## src/rtl/router_pkg.sv

```systemverilog
// Shared router constants: port indices, one-hot allocator state encoding and
// the round-robin picker used by every output-port arbiter.
package router_pkg;

    localparam int NPORTS  = 5;
    localparam int PIDX_W  = 3;

    localparam logic [PIDX_W-1:0] P_N = 3'd0;
    localparam logic [PIDX_W-1:0] P_E = 3'd1;
    localparam logic [PIDX_W-1:0] P_W = 3'd2;
    localparam logic [PIDX_W-1:0] P_S = 3'd3;
    localparam logic [PIDX_W-1:0] P_L = 3'd4;

    // Bit 0 is IDLE, bit i+1 is OWN_i.
    typedef logic [NPORTS:0] alloc_state_t;

    localparam alloc_state_t ST_IDLE = 6'b000001;
    localparam alloc_state_t ST_OWN [NPORTS] = '{
        6'b000010, 6'b000100, 6'b001000, 6'b010000, 6'b100000
    };

    function automatic logic [PIDX_W-1:0] rr_next(input logic [PIDX_W-1:0] idx);
        return (idx == P_L) ? P_N : idx + 3'd1;
    endfunction

    function automatic logic [PIDX_W-1:0] oh2idx(input logic [NPORTS-1:0] oh);
        logic [PIDX_W-1:0] idx;
        idx = '0;
        for (int k = 0; k < NPORTS; k++) begin
            if (oh[k[PIDX_W-1:0]]) idx = k[PIDX_W-1:0];
        end
        return idx;
    endfunction

    // First requester found walking N->E->W->S->L cyclically from start_idx.
    function automatic logic [NPORTS-1:0] rr_pick(input logic [NPORTS-1:0] req_vec,
                                                  input logic [PIDX_W-1:0] start_idx);
        logic [NPORTS-1:0] win;
        logic [PIDX_W-1:0] idx;
        win = '0;
        idx = start_idx;
        for (int k = 0; k < NPORTS; k++) begin
            if (win == '0 && req_vec[idx]) win[idx] = 1'b1;
            idx = rr_next(idx);
        end
        return win;
    endfunction

endpackage

```

## src/rtl/switch_allocator_if.sv

```systemverilog
// Request/grant bundle between the input-buffer routing logic, the allocator
// and the downstream RTS/DCTS handshake.
interface switch_allocator_if;
    import router_pkg::*;

    logic [NPORTS*NPORTS-1:0] req;
    logic [NPORTS-1:0]        dcts;
    logic [NPORTS-1:0]        rts;
    logic [NPORTS*NPORTS-1:0] grant;
    logic [NPORTS*NPORTS-1:0] xbar_sel;

    modport master (output req, dcts, input rts, grant, xbar_sel);
    modport slave  (input req, dcts, output rts, grant, xbar_sel);

endinterface

```

## src/rtl/switch_allocator_output_port_alloc.sv

```systemverilog
// One output column: sticky round-robin owner FSM, last-owner pointer,
// RTS register and the combinational grant/select column.
module output_port_alloc
    import router_pkg::*;
(
    input  logic              clk,
    input  logic              rst,
    input  logic [NPORTS-1:0] req_col,
    input  logic              dcts,
    output logic              rts,
    output logic [NPORTS-1:0] grant_col,
    output logic [NPORTS-1:0] sel_col
);

    alloc_state_t      state_q, state_d;
    logic [PIDX_W-1:0] last_owner_q, last_owner_d;
    logic              rts_q, rts_d;

    logic [NPORTS-1:0] owner_oh;
    logic [NPORTS-1:0] pick;

    assign owner_oh = state_q[NPORTS:1];

    // NOTE: every variable gets a default at the top of always_comb so no
    // path leaves it unassigned and no latch is inferred.
    always_comb begin
        pick         = '0;
        state_d      = state_q;
        last_owner_d = last_owner_q;
        rts_d        = 1'b1;

        if (state_q == ST_IDLE) begin
            pick = rr_pick(req_col, rr_next(last_owner_q));
        end else if ((req_col & owner_oh) != '0) begin
            pick = owner_oh;
        end else begin
            pick = rr_pick(req_col, rr_next(oh2idx(owner_oh)));
        end

        // A raised RTS waiting on DCTS freezes the owner until the flit moves.
        if (!(rts_q && !dcts)) begin
            state_d = (pick == '0) ? ST_IDLE : ST_OWN[oh2idx(pick)];
        end

        if (state_d != ST_IDLE) last_owner_d = oh2idx(state_d[NPORTS:1]);

        if (state_q == ST_IDLE || (rts_q && dcts)) rts_d = 1'b0;
    end

    // NOTE: state flops use non-blocking assignments so every register samples
    // the pre-edge values, independent of statement order.
    always_ff @(posedge clk) begin
        if (rst) begin
            state_q      <= ST_IDLE;
            last_owner_q <= P_S;
            rts_q        <= 1'b0;
        end else begin
            state_q      <= state_d;
            last_owner_q <= last_owner_d;
            rts_q        <= rts_d;
        end
    end

    assign rts       = rts_q;
    assign sel_col   = owner_oh;
    assign grant_col = owner_oh & {NPORTS{rts_q & dcts}};

endmodule

```

## src/rtl/switch_allocator.sv

```systemverilog
// 5-port router switch allocator: masks the diagonal, transposes the request
// and grant matrices, and runs one round-robin arbiter per output.
module switch_allocator
    import router_pkg::*;
(
    input  logic                clk,
    input  logic                rst,
    switch_allocator_if.slave   sa
);

    for (genvar o = 0; o < NPORTS; o++) begin : g_out
        logic [NPORTS-1:0] req_col;
        logic [NPORTS-1:0] grant_col;
        logic [NPORTS-1:0] sel_col;
        logic              rts_o;

        for (genvar i = 0; i < NPORTS; i++) begin : g_in
            // An input never turns back out of the port it arrived on.
            assign req_col[i] = (i != o) ? sa.req[i*NPORTS+o] : 1'b0;
            assign sa.grant[i*NPORTS+o] = grant_col[i];
        end

        output_port_alloc u_alloc (
            .clk       (clk),
            .rst       (rst),
            .req_col   (req_col),
            .dcts      (sa.dcts[o]),
            .rts       (rts_o),
            .grant_col (grant_col),
            .sel_col   (sel_col)
        );

        assign sa.rts[o]                       = rts_o;
        assign sa.xbar_sel[o*NPORTS +: NPORTS] = sel_col;
    end

    // Each input row targets at most one output.
    for (genvar r = 0; r < NPORTS; r++) begin : g_row_chk
        always_ff @(posedge clk) begin
            if (!rst) begin
                assert ($onehot0(sa.req[r*NPORTS +: NPORTS]))
                    else $error("req row %0d has more than one output set", r);
            end
        end
    end

endmodule

```

## src/flat_wrapper.sv

```systemverilog
// flat-port wrapper written by rule: the top's interface ports become plain ports
module switch_allocator_flat import router_pkg::*;
  (clk, rst, sa_req, sa_dcts, sa_rts, sa_grant, sa_xbar_sel);
  switch_allocator_if sa_i ();
  input  logic clk;
  input  logic rst;
  input wire logic [$bits(sa_i.req)-1:0] sa_req;
  input wire logic [$bits(sa_i.dcts)-1:0] sa_dcts;
  output wire logic [$bits(sa_i.rts)-1:0] sa_rts;
  output wire logic [$bits(sa_i.grant)-1:0] sa_grant;
  output wire logic [$bits(sa_i.xbar_sel)-1:0] sa_xbar_sel;
  assign sa_i.req = sa_req;
  assign sa_i.dcts = sa_dcts;
  assign sa_rts = sa_i.rts;
  assign sa_grant = sa_i.grant;
  assign sa_xbar_sel = sa_i.xbar_sel;
  switch_allocator u_core (.clk(clk), .rst(rst), .sa(sa_i));
endmodule
```

## config.mk

```make
export PLATFORM = sky130hd
export DESIGN_NAME = switch_allocator_flat
export DESIGN_NICKNAME = d
export VERILOG_FILES = /design/src/rtl/router_pkg.sv /design/src/rtl/switch_allocator_if.sv /design/src/rtl/switch_allocator_output_port_alloc.sv /design/src/rtl/switch_allocator.sv /design/src/flat_wrapper.sv
export SDC_FILE = /design/constraint.sdc
export NUM_CORES = 1
export LEC_CHECK = 0
export ABC_CLOCK_PERIOD_IN_PS = 16750
export CAP_MARGIN = 15
export CORE_AREA = 10 10 177 179
export DETAILED_ROUTE_END_ITERATION = 16
export DIE_AREA = 0 0 187 189
export PLACE_DENSITY = 0.73
export RECOVER_POWER = 100
export SLEW_MARGIN = 15
export SYNTH_ARGS = -nofsm -noshare
export SYNTH_HDL_FRONTEND = slang
export SYNTH_HIERARCHICAL = 1
export SYNTH_SLANG_ARGS = --single-unit
export TNS_END_PERCENT = 100
```

## constraint.sdc

```tcl
create_clock -name clk -period 16.75 [get_ports clk]
set_input_delay 3.35 -clock clk [delete_from_list [all_inputs] [get_ports clk]]
set_output_delay 3.35 -clock clk [all_outputs]
set_load 0.02 [all_outputs]
```

======== Word level (Yosys, flattened, before mapping) ========
Memory sizes are Yosys's and may differ from the RTL's.
Cells that the tools add are included.
Widths: inputs -> output; s select.
word-level totals
  register bits ........................... 50
  bits in read-only memories .............. 240
  output and inout bits ................... 55
  memories kept ........................... 5
cells by class
  $add $sub $neg .......................... 50
  order comparisons ....................... 105
  eq/ne operators ......................... 60
  mux-type cells .......................... 470
  bitwise operators ....................... 60
  reductions and logical operators ........ 160
memories
  name             depth  bits a word  rd ports  clocked after memory_dff  wr ports  RTL line                                  text
  (no name shown)  8      6            1         0                         0         switch_allocator_output_port_alloc.sv:42  state_d = (pick == '0) ? ST_IDLE : ST_OWN[oh2idx(pick)];
  (no name shown)  8      6            1         0                         0         switch_allocator_output_port_alloc.sv:42
  (no name shown)  8      6            1         0                         0         switch_allocator_output_port_alloc.sv:42
  (no name shown)  8      6            1         0                         0         switch_allocator_output_port_alloc.sv:42
  (no name shown)  8      6            1         0                         0         switch_allocator_output_port_alloc.sv:42
operators with widths
  cell                 number
  $mux 5               120
  $mux 3               110
  $logic_not 5->1      45
  $lt 3x4->1 const B   50
  $or 5x5->5           40
  $add 3x1->3 const B  50
  $bmux 1 s3           50
  $demux 1 s3          50
  $eq 3x3->1 const B   50
  $ge 3x1->1 const B   50
  $mux 1               120
  $mux 6               20
  $logic_and 1x1->1    100
  $and 5x5->5          9
  $eq 6x1->1 const B   5
  $ne 6x1->1 const B   5
  $reduce_bool 5->1    5
  $ge 4x4->1 const B   5
  $not 3->4            5
  $and 1x1->1          5
  $and 4x5->5          1
  $logic_not 1->1      5
  $logic_or 1x1->1     5

======== Depth between registers and ports, before layout ========
  depth in word-level cells ............... 50
  depth in mapped cells ................... 26
  gate-level depth less buffers ........... 21

======== Cells and area by module ========
Netlist, hierarchy kept.
modules (own cells, without submodules)
  module                                        instances  cells each  area an instance (um^2)  sequential area each (um^2)
  output_port_alloc at u_core.g_out[0].u_alloc  1          460         3,165.5                  200.2
  output_port_alloc at u_core.g_out[2].u_alloc  1          436         3,098.0                  200.2
  output_port_alloc at u_core.g_out[4].u_alloc  1          442         3,094.2                  200.2
  output_port_alloc at u_core.g_out[1].u_alloc  1          414         2,864.0                  200.2
  output_port_alloc at u_core.g_out[3].u_alloc  1          391         2,716.4                  200.2
  switch_allocator                              1          6           41.3                     0.0

======== Worst setup path after synthesis ========
OpenSTA, ideal clock, no wires.
  kind .................................... input to output
  start ................................... input sa_dcts[1]
  end ..................................... output sa_grant[11]
  arrival ................................. 3.603 ns
  setup slack ............................. 9.797 ns
  stages on the path ...................... 1
  buffers on the path ..................... 0
  cell sequence ........................... and3_1
on the way
  cells in the longest elaborated chain, start to end .. 2
ends and longest elaborated chain
  what                RTL line                                  text
  start: declaration  flat_wrapper.sv:8                         input wire logic [$bits(sa_i.dcts)-1:0] sa_dcts;
  $and 1x1->1         switch_allocator_output_port_alloc.sv:66  assign grant_col = owner_oh & {NPORTS{rts_q & dcts}};
  $and 5x5->5         switch_allocator_output_port_alloc.sv:66
  end: declaration    flat_wrapper.sv:10                        output wire logic [$bits(sa_i.grant)-1:0] sa_grant;
Every way passes these cells.

======== Worst setup path in the final report ========
  start ................................... input sa_dcts[2]
  end ..................................... output sa_grant[17]
The elaborated chain is that of the path after synthesis.

==> summary.md <==
| Metric | Value |
|---|---|
| Worst Path Class, Setup | `input port to primary output` |
| Synth cell types | `148` |
| Pins Over Slew Limit | `0` |
| Top routing layer used | `met4` |
| Core Area | `~0.028 mm^2` |
| H-tree levels | `2` |
| Syn Area/Cell | `roughly 7.0 um^2` |
| GP Congestion | `around 1` |
| Die X | `~190 um` |
| Slowest CP cell | `dlygate4sd3_1` |
| Tightest Hold Check Type | `flop to flop` |
| Vias in the first global route | `approximately 16k` |
| Layout cells sized above 1 | `about a tenth` |
| Wirelength per Cell | `a little under 20 um` |
| WL met2 | `around 22 mm` |
| Pre-antenna DRT Iters | `9` |
| Top FF cell, synth | `dfxtp_1` |
| Clock transition at the registers of the reported paths | `0.07 ns` |
| Vias | `17.6k` |
| Postcts setup bufs | `0` |
| TritonCTS clock tree | `built` |
| Slew Limit Headroom | `roughly 1.2%` |
| Initial core utilization | `a little over half` |
| Ys async rst share | `0%` |
| Initial antenna violation count | `0` |
| Crit path DAT | `approximately 5 ns` |
| Startpoint Class | `input port` |
| Commonest non-fill, non-tap cells in the layout | `190 x nand2_1, 167 x nor2_1, 124 x a21oi_1, 98 x o21ai_0, 83 x inv_1` |
| Status | `complete, but fails checks` |
| DIE AREA | `between 0.03 and 0.04 mm^2` |
| Failing checks | `capacitance limit` |
| Critical Path Sink Type | `primary output` |
| Routed wire length | `48.1 mm` |
| CTS Hold Bufs | `0` |
| First-pass GRT wire length | `79.4 mm` |
| I/O pin count | `between 80 and 90` |
| Max cap viols | `1` |
| Global Route Usage Sum | `25.2%` |
| I/O Buffers | `just over 80` |
| Most used cell, CP | `dlygate4sd3_1` |
| Setup violations, final | `0` |
| Dpl hpwl | `35.6 mm` |
| Clk_skew | `0.00475 ns` |
| Filler cells | `2,653` |
| CTS buffer count | `5` |
| TNS Setup | `0 ns` |
| Synth-to-Final Area Change | `3.98%` |
| Site Rows | `61` |
| Root Buffer | `clkbuf_16` |
| Final ANT Viol Nets | `0` |
| Flops & latches, synth | `50` |
| Largest net degree at the start of global routing | `47` |
| Vias per cell | `between 7 and 8` |
| Post-synth top area share | `~6.7%` |
| WP data required | `~13 ns` |
| Clk sinks | `50` |
| Resized cells post-CTS | `0` |
| Sequential fraction of the synthesis area | `between 6 and 7%` |
| Clock Tree Buf Depth | `2` |
| Cell taking the most area after synthesis | `dfxtp_1` |
| DR DRC count | `0` |
| Slew of the pin with the lowest slew margin | `roughly 1.4 ns` |
| Final Hold Fails | `0` |
| Nets | `2,181` |
| Met3 wire len | `3.90 mm` |
| Post-Syn Instances | `about 2.1k` |
| Period utilization | `49.8%` |
| Worst path cell trace | `dlygate4sd3_1 -> and3_1 -> dlygate4sd3_1` |
| Top post-synthesis cells by area | `dfxtp_1 6.7%, nand2_1 4.8%, nor2_1 4.2%` |
| Minimum clock period | `about 8.3 ns` |
| First-iteration detailed-routing DRC count | `between 2k and 2.5k` |
| M1 WL | `about 21 mm` |
| Die Ht | `189 um` |
| GR Overflow Total | `0` |
| Worst skew pair latency | `0.31 ns` |
| Number of enable flip-flop cells after synthesis | `0` |
| Mapped Area | `approximately 0.015 mm^2` |
| Synth Warn # | `6` |
| Worst path max stage delay | `approximately 0.75 ns` |
| RSZ-0062 raised after global routing | `false` |
| Leading cell type in the layout, fill and taps excluded | `nand2_1` |
| Antenna Cells | `0` |
| Crit path max fanout | `8` |
| Fmax | `approximately 120 MHz` |
-- cells by family after synthesis --
kind of cell | synth area share [%]
buf+inv | 8.50
simple gates | 33.5
other cells | 0.0250
compound gates | 42.9
xor+xnor | 1.11
flops | 6.68
mux | 3.49
fa+ha+maj | 3.76
-- final timing paths --
path | start | to | slack, ns | cells past startpoint
worst max-delay path | sa_dcts[2] | sa_grant[17] | 8.41 | 3
worst min register to register | u_core/g_out[2].u_alloc/state_q[0] | u_core/g_out[2].u_alloc/state_q[0] | 0.46 | 1
worst min-delay path | u_core/g_out[2].u_alloc/state_q[0] | u_core/g_out[2].u_alloc/state_q[0] | 0.46 | 1
worst max register to register | u_core/g_out[2].u_alloc/last_owner_q[0] | u_core/g_out[2].u_alloc/last_owner_q[2] | 9.63 | 19
-- sequential cells by signal (all words and copies together) (netlist names) --
name and cells:
u_core/g_out.u_alloc/state_q 30, u_core/g_out.u_alloc/last_owner_q 15, u_core/g_out.u_alloc/rts 5
-- routing by layer --
metal	GRT usage, %	up-vias
met4	8.81	0
met2	41.2	1005
met1	33.4	8147
met3	3.23	135
li1	-	8296
met5	0	-
-- critical path, delay by kind of cell --
| kind | cells | cell delay, ns |
|---|---|---|
| buffers and inverters | 2 | 1.43 |
| and+or+nand+nor | 1 | 0.21 |
-- cells in the mapped netlist, types with 14 or more instances --
cell       count
a21oi_1      123
or3_1         24
o2111ai_1     16
ha_1          45
nor3_1        45
a311oi_1      17
a211oi_1      41
or4_1         14
nand2b_1      37
nor4_1        28
nor2_1       167
a41oi_1       18
nor2b_1       36
a221oi_1      20
buf_4         42
a21o_1        24
o211ai_1      42
and3_1        49
o31ai_1       20
nand3b_1      25
nand2_1      190
a31oi_1       33
or2_2         19
a211o_1       21
dfxtp_1       50
mux2i_1       32
nand3_1       73
inv_1         83
o21ai_0       95
o21ai_1       19
clkbuf_1      63
o21a_1        25
buf_2         39
o22ai_1       20
nor3b_1       17
o31a_1        18
o211a_1       14
nand4_1       40
a22oi_1       17
and2_1        31
-- area by class of cell --
cell class	instances	area, um^2	area share, %
clock inverters	3	26.3	0.169
well taps	378	473	3.04
inverters	100	377	2.42
clock buffers	5	125	0.803
flip-flops and latches	50	1000	6.43
multi-input cells	1854	12700	81.4
repair buffers	93	896	5.75
-- per-stage QoR --
step	util, %	cells	cell area, um^2	hold WS, ns	worst slack (ns)
floorplan	-	2166	15000	0.427	9.80
global placement	56.2	2475	15500	0.441	8.55
detailed placement	56.2	2475	15500	0.448	8.56
CTS	56.7	2483	15700	0.464	8.54
global route	56.4	2483	15600	0.500	8.06
finish	56.4	2483	15600	0.462	8.41
Power is left out: the tool's default activity adds up to more than one toggle a clock period on the data nets, which glitch-free logic cannot reach.
